$ cat config.mk
export PLATFORM = sky130hd
export DESIGN_NAME = ram_bist_ctrl
export DESIGN_NICKNAME = d
export VERILOG_FILES = /design/src/rtl/ram_bist_ctrl.sv
export SDC_FILE = /design/constraint.sdc
export NUM_CORES = 1
export LEC_CHECK = 0
export BUFFER_PORTS_ARGS = -buffer_cell sky130_fd_sc_hd__buf_2
export CORE_MARGIN = 3
export CORE_UTILIZATION = 45
export DETAILED_ROUTE_END_ITERATION = 10
export PLACE_DENSITY = 0.8
export SLEW_MARGIN = 20
export SYNTH_ARGS = -nofsm -noshare
export SYNTH_HDL_FRONTEND = slang
export SYNTH_SLANG_ARGS = --single-unit
export TNS_END_PERCENT = 100
$ cat constraint.sdc
create_clock -name sys_clk -period 1.9 [get_ports sys_clk]
set_input_delay 0.38 -clock sys_clk [delete_from_list [all_inputs] [get_ports sys_clk]]
set_output_delay 0.38 -clock sys_clk [all_outputs]
set_load 0.05 [all_outputs]
$ cat src/rtl/ram_bist_ctrl.sv
// ---------------------------------------------------------------------------
// ram_bist_ctrl
//   Self-test sequencer for a single-port block RAM, driven from the RAM's
//   port side. On a start pulse it writes (addr + SEED) to every location
//   0..DEPTH-1, then reads every location back. Each returned word is compared
//   against the un-inverted pattern. At the end it reports done/pass, a
//   saturating error count and the first failing address.
//
// Ports
//   sys_clk, sys_rst       clock (rising edge), synchronous active-high reset
//   start                  1-cycle pulse; accepted only when not busy
//   inject_err             sampled with an accepted start; corrupts location 3
//   ram_en, ram_we         RAM enable / write enable
//   ram_addr, ram_wr_data  RAM address / write data
//   ram_rd_data            RAM read data, RD_LAT cycles after the read address
//   busy                   run in progress
//   done                   run complete; held until the next start or reset
//   pass                   valid while done: 1 when err_cnt == 0
//   err_cnt                mismatch count for the run, saturating
//   first_err_addr         address of the first mismatch (0 if none)
//   fsm_state              current sequencer state, for observation only
//
// Handshake: there is no ready/valid pair. start is a single-cycle request
// that is accepted only in IDLE or DONE; in any other state it is dropped.
// All outputs come straight from registers.
// ---------------------------------------------------------------------------
module ram_bist_ctrl #(
    parameter int                ADDR_W = 5,
    parameter int                DATA_W = 8,
    parameter int                DEPTH  = 32,
    parameter int                RD_LAT = 1,
    parameter logic [DATA_W-1:0] SEED   = '0
) (
    input  logic              sys_clk,
    input  logic              sys_rst,
    input  logic              start,
    input  logic              inject_err,
    output logic              ram_en,
    output logic              ram_we,
    output logic [ADDR_W-1:0] ram_addr,
    output logic [DATA_W-1:0] ram_wr_data,
    input  logic [DATA_W-1:0] ram_rd_data,
    output logic              busy,
    output logic              done,
    output logic              pass,
    output logic [ADDR_W:0]   err_cnt,
    output logic [ADDR_W-1:0] first_err_addr,
    output logic [2:0]        fsm_state
);

    localparam logic [2:0] S_IDLE  = 3'd0;
    localparam logic [2:0] S_WRITE = 3'd1;
    localparam logic [2:0] S_READ  = 3'd2;
    localparam logic [2:0] S_DRAIN = 3'd3;
    localparam logic [2:0] S_DONE  = 3'd4;

    // End-of-sweep is detected by comparing against DEPTH-1, so a full
    // 2**ADDR_W sweep never relies on the address counter overflowing.
    localparam logic [ADDR_W-1:0] LAST_ADDR = ADDR_W'(DEPTH - 1);
    localparam int                DC_W      = $clog2(RD_LAT + 1);
    localparam logic [DC_W-1:0]   DRAIN_END = DC_W'(RD_LAT);

    logic [2:0]        state;
    logic              inj_q;
    logic [DC_W-1:0]   drain_cnt;

    // Compare pipe: stage 1 captures the read that the RAM samples on the
    // same edge; stage RD_LAT lines up with the returned ram_rd_data.
    logic              pipe_v    [1:RD_LAT];
    logic [ADDR_W-1:0] pipe_addr [1:RD_LAT];
    logic [DATA_W-1:0] pipe_exp  [1:RD_LAT];

    assign fsm_state = state;

    // Pattern word for an address; the sum wraps naturally at DATA_W bits.
    function automatic logic [DATA_W-1:0] pattern(input logic [ADDR_W-1:0] a,
                                                  input logic              inj);
        logic [DATA_W-1:0] p;
        p = DATA_W'(a) + SEED;
        if (inj && (int'(a) == 3)) begin
            p = ~p;
        end
        return p;
    endfunction

    always_ff @(posedge sys_clk) begin
        if (sys_rst) begin
            state          <= S_IDLE;
            inj_q          <= 1'b0;
            drain_cnt      <= '0;
            ram_en         <= 1'b0;
            ram_we         <= 1'b0;
            ram_addr       <= '0;
            ram_wr_data    <= '0;
            busy           <= 1'b0;
            done           <= 1'b0;
            pass           <= 1'b0;
            err_cnt        <= '0;
            first_err_addr <= '0;
            for (int i = 1; i <= RD_LAT; i++) begin
                pipe_v[i]    <= 1'b0;
                pipe_addr[i] <= '0;
                pipe_exp[i]  <= '0;
            end
        end else begin
            // Expected value is always the clean pattern, so an injected
            // location shows up as exactly one mismatch.
            pipe_v[1]    <= (state == S_READ);
            pipe_addr[1] <= ram_addr;
            pipe_exp[1]  <= pattern(ram_addr, 1'b0);
            for (int i = 2; i <= RD_LAT; i++) begin
                pipe_v[i]    <= pipe_v[i-1];
                pipe_addr[i] <= pipe_addr[i-1];
                pipe_exp[i]  <= pipe_exp[i-1];
            end

            if (pipe_v[RD_LAT] && (ram_rd_data != pipe_exp[RD_LAT])) begin
                // err_cnt never returns to zero within a run, so zero marks
                // the first mismatch.
                if (err_cnt == '0) begin
                    first_err_addr <= pipe_addr[RD_LAT];
                end
                if (err_cnt != '1) begin
                    err_cnt <= err_cnt + 1'b1;
                end
            end

            case (state)
                S_IDLE, S_DONE: begin
                    if (start) begin
                        done           <= 1'b0;
                        pass           <= 1'b0;
                        err_cnt        <= '0;
                        first_err_addr <= '0;
                        inj_q          <= inject_err;
                        busy           <= 1'b1;
                        state          <= S_WRITE;
                        ram_en         <= 1'b1;
                        ram_we         <= 1'b1;
                        ram_addr       <= '0;
                        ram_wr_data    <= pattern('0, inject_err);
                        for (int i = 1; i <= RD_LAT; i++) begin
                            pipe_v[i] <= 1'b0;
                        end
                    end
                end
                S_WRITE: begin
                    if (ram_addr == LAST_ADDR) begin
                        state       <= S_READ;
                        ram_we      <= 1'b0;
                        ram_addr    <= '0;
                        ram_wr_data <= '0;
                    end else begin
                        ram_addr    <= ram_addr + 1'b1;
                        ram_wr_data <= pattern(ram_addr + 1'b1, inj_q);
                    end
                end
                S_READ: begin
                    if (ram_addr == LAST_ADDR) begin
                        state     <= S_DRAIN;
                        ram_en    <= 1'b0;
                        ram_addr  <= '0;
                        drain_cnt <= '0;
                    end else begin
                        ram_addr <= ram_addr + 1'b1;
                    end
                end
                S_DRAIN: begin
                    // The last compare lands one edge before DONE entry, so
                    // pass below already sees the final err_cnt.
                    if (drain_cnt == DRAIN_END) begin
                        state <= S_DONE;
                        busy  <= 1'b0;
                        done  <= 1'b1;
                        pass  <= (err_cnt == '0);
                    end else begin
                        drain_cnt <= drain_cnt + 1'b1;
                    end
                end
                default: begin
                    state  <= S_IDLE;
                    busy   <= 1'b0;
                    ram_en <= 1'b0;
                    ram_we <= 1'b0;
                end
            endcase
        end
    end

endmodule

# After elaboration in Yosys (flattened, before gate mapping)
# Memories as Yosys holds them, arrays and structs flattened.
# Cells that the tools add are included.
# word_totals
out_inout_bits	32
ram_bits	11
n_memories	3
wordCells	103
register_bits	34
input_bits	12
# classes
n_eq_ne	12
bitwise	8
addsub	3
reduce_logical	21
muxes	44
# memory_table
memory	words	word_bits	read_ports	rd_clocked_by_memory_dff	wr	line	text
pipe_addr	1	5	1	0	1	70	logic [ADDR_W-1:0] pipe_addr [1:RD_LAT];
pipe_exp	1	5	1	0	1	71	logic [DATA_W-1:0] pipe_exp [1:RD_LAT];
pipe_v	1	1	1	0	1	69	logic pipe_v [1:RD_LAT];
# ops
operator	n
$mux 5	8
$mux 6	4
$mux 8	3
$mux 1	16
$pmux 8 s2	1
$mux 3	4
$pmux 3 s4	1
$reduce_and 3->1	4
$pmux 5 s2	1
$pmux 1 s3	3
$ne 8x8->1	1
$not 5->8	1
$reduce_and 2->1	4
$reduce_bool 2->1	4
$reduce_or 2->1	4
$add 6x1->6 const B	1
$eq 3x2->1 const B	2
$logic_not 6->1	1
$ne 2x2->1 const B	3
$ne 6x6->1 const B	1
$pmux 1 s2	3
$add 5x1->5 const B	1
$eq 5x3->1 const B	1
$eq 5x5->1 const B	1
other kinds (9)	15

# Depth between registers and ports, before layout
# depth
word_depth	6
ltp_mapped	8
ltp_nobuf	7

# Least setup slack after synthesis
# OpenSTA, ideal clock, no wires.
# synth_timing
path_kind	register to register
from	reg ram_addr[0]
to	reg ram_wr_data[4]
path_buffers	1
setup_slack_ns	-0.293
t_required_ns	1.768
t_arrival_ns	2.061
path_stages_with_launch	9
setup_time_ns	0.132
period_less_slack_ns	2.193
cell_sequence	dfxtp_1 > ha_1 > and3_1 > ha_1 > clkbuf_1 > nor2_1 > and2_0 > a22oi_1 > a21oi_1
# synth_via
elab_chain_cells	6
elab_cells_between_ends	8
classes_between	add/sub (1); eq/ne (2); mux (3); bitwise (1); reduce/logical (1)
# synth_rtl
element	line	text
from (decl)	40	output logic [ADDR_W-1:0] ram_addr,
from (signal assigned)	154	ram_addr <= ram_addr + 1'b1;
from (signal assigned)	165	ram_addr <= ram_addr + 1'b1;
$add 5x1->5	155	ram_wr_data <= pattern(ram_addr + 1'b1, inj_q);
$eq 5x3->1	80	if (inj && (int'(a) == 3)) begin
$logic_and 1x1->1	80	
$mux 8	80	
$mux 8 *	148	if (ram_addr == LAST_ADDR) begin
$pmux 8 s2 *	128	case (state)
to (signal assigned)	141	ram_wr_data <= pattern('0, inject_err);
to (signal assigned)	155	
to (decl)	41	output logic [DATA_W-1:0] ram_wr_data,
# Mark *: on every way between the ends. The rest lies on a longest branch, timed or not.
# A chain may end at the register's enable or synchronous reset.

# Worst setup path after layout
# layout_timing
from	reg ram_addr[0]
to	reg ram_wr_data[1]
# Same word-level chain as after synthesis.

==> results by group <==
Worst setup path
  – CP arrival: 2.01 ns
  – Reg2reg end: ram_wr_data[1]
  – Worst r2r src: ram_addr[0]
  – FF-to-FF path depth: 7
  – WS Path Type: flip-flop to flip-flop
  – CP required: 2.13 ns
  – Worst setup SP type: flip-flop
  – CP Capture Type: flip-flop
  – R2R setup slack: 0.12 ns
  – CP max FO: 7

GRT
  – Global-route wire length before repair: approximately 7000 um
  – Antenna violations before repair: 0
  – Grt ovf: 0
  – Largest net degree at the start of global routing: 33
  – GR Util All Layers: 18.0%
  – Vias in the first global route: around 1,600

Power
  – Power consumption: 0.00158 W
  – Leak Pwr: around 0.97 nW
  – Maximum VDD drop: 0.527 mV
  – PD cells: 700 nW/um^2

Timing
  – Worst slew margin: 63.8%
  – Crit path time final: 1.78 ns
  – RSZ-0062 raised after global routing: false
  – Count of final max-slew check failures: 0
  – Slew @ Worst Pin: 0.542 ns
  – # setup viols final: 0
  – Hold Vio Cnt, Final: 0
  – Final worst path period share: 93.7%
  – Clk_skew: 0.00492 ns
  – FMAX: about 560 MHz
  – Setup TNS Final: 0 ns

Hold path
  – Hold Crit Class: input pin to flip-flop
  – Hold depth: 3
  – Hold endpoint: inj_q
  – Hold_sp: inject_err

Floorplan
  – Rows: 22
  – Chip width: 70.0 um
  – # IOs: 44
  – Die H: 70.0 um
  – Core region area: approximately 3800 um^2
  – Die area: 4890 um^2
  – Initial Util: 48.5%

Clock network
  – CTS tree: done
  – Clock sinks: 38
  – Post CTS Setup Buffer Count: 0
  – Clock slew at reported path FFs: around 0.080 ns
  – Clock Latency Late Sink: roughly 0.29 ns
  – Root Driver: clkbuf_8
  – CTS Buf Count: 5
  – Hold Buf Count CTS: 0
  – Post-CTS Resized: 0
  – H-tree depth: 2
  – Clock tree buffer depth: 2

Drt
  – Routed Antenna Nets: 0
  – First DRT Iteration DRCs: about 110
  – Total number of vias: 1,675
  – Drt pass-1 iters: 4
  – Final wirelength: about 4200 um
  – Vias per inst: 5.40
  – DRC viols: 0
  – WL/cell: 13.5 um

Synthesis
  – YS warnings: 0
  – Mux contribution to synthesized area: 4.35%
  – Synth area leader: dfxtp_1
  – Area contributors post-synth: dfxtp_1 41%, a21oi_1 6.0%, nand2_1 5.5%
  – Synth Area in Adders: 3.40%
  – Simple-gate share of the synthesized area: 23.7%
  – Seq/Total Area, Yosys: about 41%
  – Yosys cell types: 48
  – Area share of the largest cell type after synthesis: 41.3%
  – Post-Syn Area: 1840 um^2
  – Syn_nets: 231
  – Synth Instances: 214
  – Synth Flop Type: dfxtp_1
  – Async S/R FF share, synth: 0%
  – Syn_area_per_cell: 8.60 um^2
  – Xor-xnor portion of the synthesized cell area: between 4 and 5%
  – Synth Area in Compound Gates: 18.2%
  – Post-synth EDFFs: 0
  – Largest family of logic cells by synthesized area: simple AND/OR/NAND/NOR gates
  – Yosys reg bits: 38

Final layout
  – Final net count: 278
  – Area delta synth->final: 22.6%
  – Most frequent cells in the layout: 43 x buf_2, 34 x dfxtp_1, 27 x nand2_1
  – Final Non-Filler Cells: 310
  – Commonest non-fill, non-tap cell in the layout: buf_2
  – Share of post-route cells with drive strength above 1: 28.6%
  – ANT cells: 0

Job
  – Maxcap violations: 0

Place
  – GPL Wtd Cong: 0.785
  – Port bufs: 43
  – Post-Place Cells: slightly above 300
  – Dpl hpwl: 2920 um

Status
  – Status: completed
[worst max path at each step]
stage / end / startpoint
global route: ram_wr_data[1] / ram_addr[0]
finish: ram_wr_data[1] / ram_addr[0]
global placement: ram_wr_data[0] / ram_addr[0]
floorplan: ram_wr_data[0] / ram_addr[0]
CTS: ram_wr_data[1] / ram_addr[0]
detailed placement: ram_wr_data[0] / ram_addr[0]
[kinds of logic (layout without fill, tap and decap cells)]
kind of cell               after synthesis  in the layout
and+or+nand+nor                         82             82
AOI/OAI and AO/OA                       51             51
DFF                                     38             38
buffers and inverters                   21             69
xor gates and xnor gates                 9              9
muxes                                    8              8
adders and majority gates                5              5
[sequential cells by signal, indices dropped and copies added, names as in the netlist]
register and count:
pipe_addr 5, fsm_state 3, first_err_addr 5, busy 1, ram_addr 5, pipe_v 1, done 1, inj_q 1
err_cnt 6, ram_we 1, ram_wr_data 6, ram_en 1, pass 1, drain_cnt 1
[per-layer routing]
| layer | global-route usage, % | vias to the layer above | wire length, um | share of wire [%] |
|---|---|---|---|---|
| li1 | - | 845 | - | - |
| met4 | 7.02 | 0 | 17 | 0.41 |
| met2 | 29.1 | 45 | 2050 | 49 |
| met5 | 0 | - | 0 | 0 |
| met1 | 22.2 | 783 | 1880 | 45 |
| met3 | 5.76 | 2 | 226 | 5.4 |
[cell type report]
| type | instances | area [um^2] |
|---|---|---|
| inverter | 9 | 33.8 |
| timing repair buffer | 52 | 283 |
| multi-input combinational | 155 | 1010 |
| tap | 48 | 60.1 |
| clock buffer | 6 | 82.6 |
| sequential | 38 | 771 |
| fill | 348 | 1540 |
| clock inverter | 2 | 12.5 |
[synth_stat cells, drive strengths merged (3+ instances only)]
master	count
a21o	3
a21oi	23
a22oi	4
buf	4
clkbuf	8
dfxtp	38
ha	5
inv	9
mux2i	8
nand2	27
nand3	10
nand3b	3
nand4	3
nor2	9
nor2b	9
nor3	6
nor4	4
o21ai	6
xor2	7
[stage by stage]
step	area, um^2	hold WS [ns]	utilization [%]	setup WS [ns]
6_report	2260	0.342	59.4	0.120
5_1_grt	2260	0.352	59.4	0.0277
4_1_cts	2230	0.335	58.8	0.101
3_5_place_dp	2140	0.451	56.3	0.120
3_3_place_gp	2140	0.438	56.3	0.158
2_1_floorplan	1850	0.437	-	0.0179
[critical path, cell delays in order (launching register included)]
cell and delay (ns):
dfxtp_4 0.37, ha_1 0.21, and3_1 0.21, ha_4 0.28
nor3_2 0.04, buf_4 0.15, a2111o_1 0.39, nand3_1 0.07
[where the power goes]
part / total, W / internal [W] / switching (W) / leakage, nW
sequential: 0.000823 / 0.000810 / 0.0000133 / 0.310
clock: 0.000580 / 0.000292 / 0.000289 / 0.0472
combinational: 0.000175 / 0.0000559 / 0.000120 / 0.609
No activity file was read; power rests on OpenSTA's default activity.
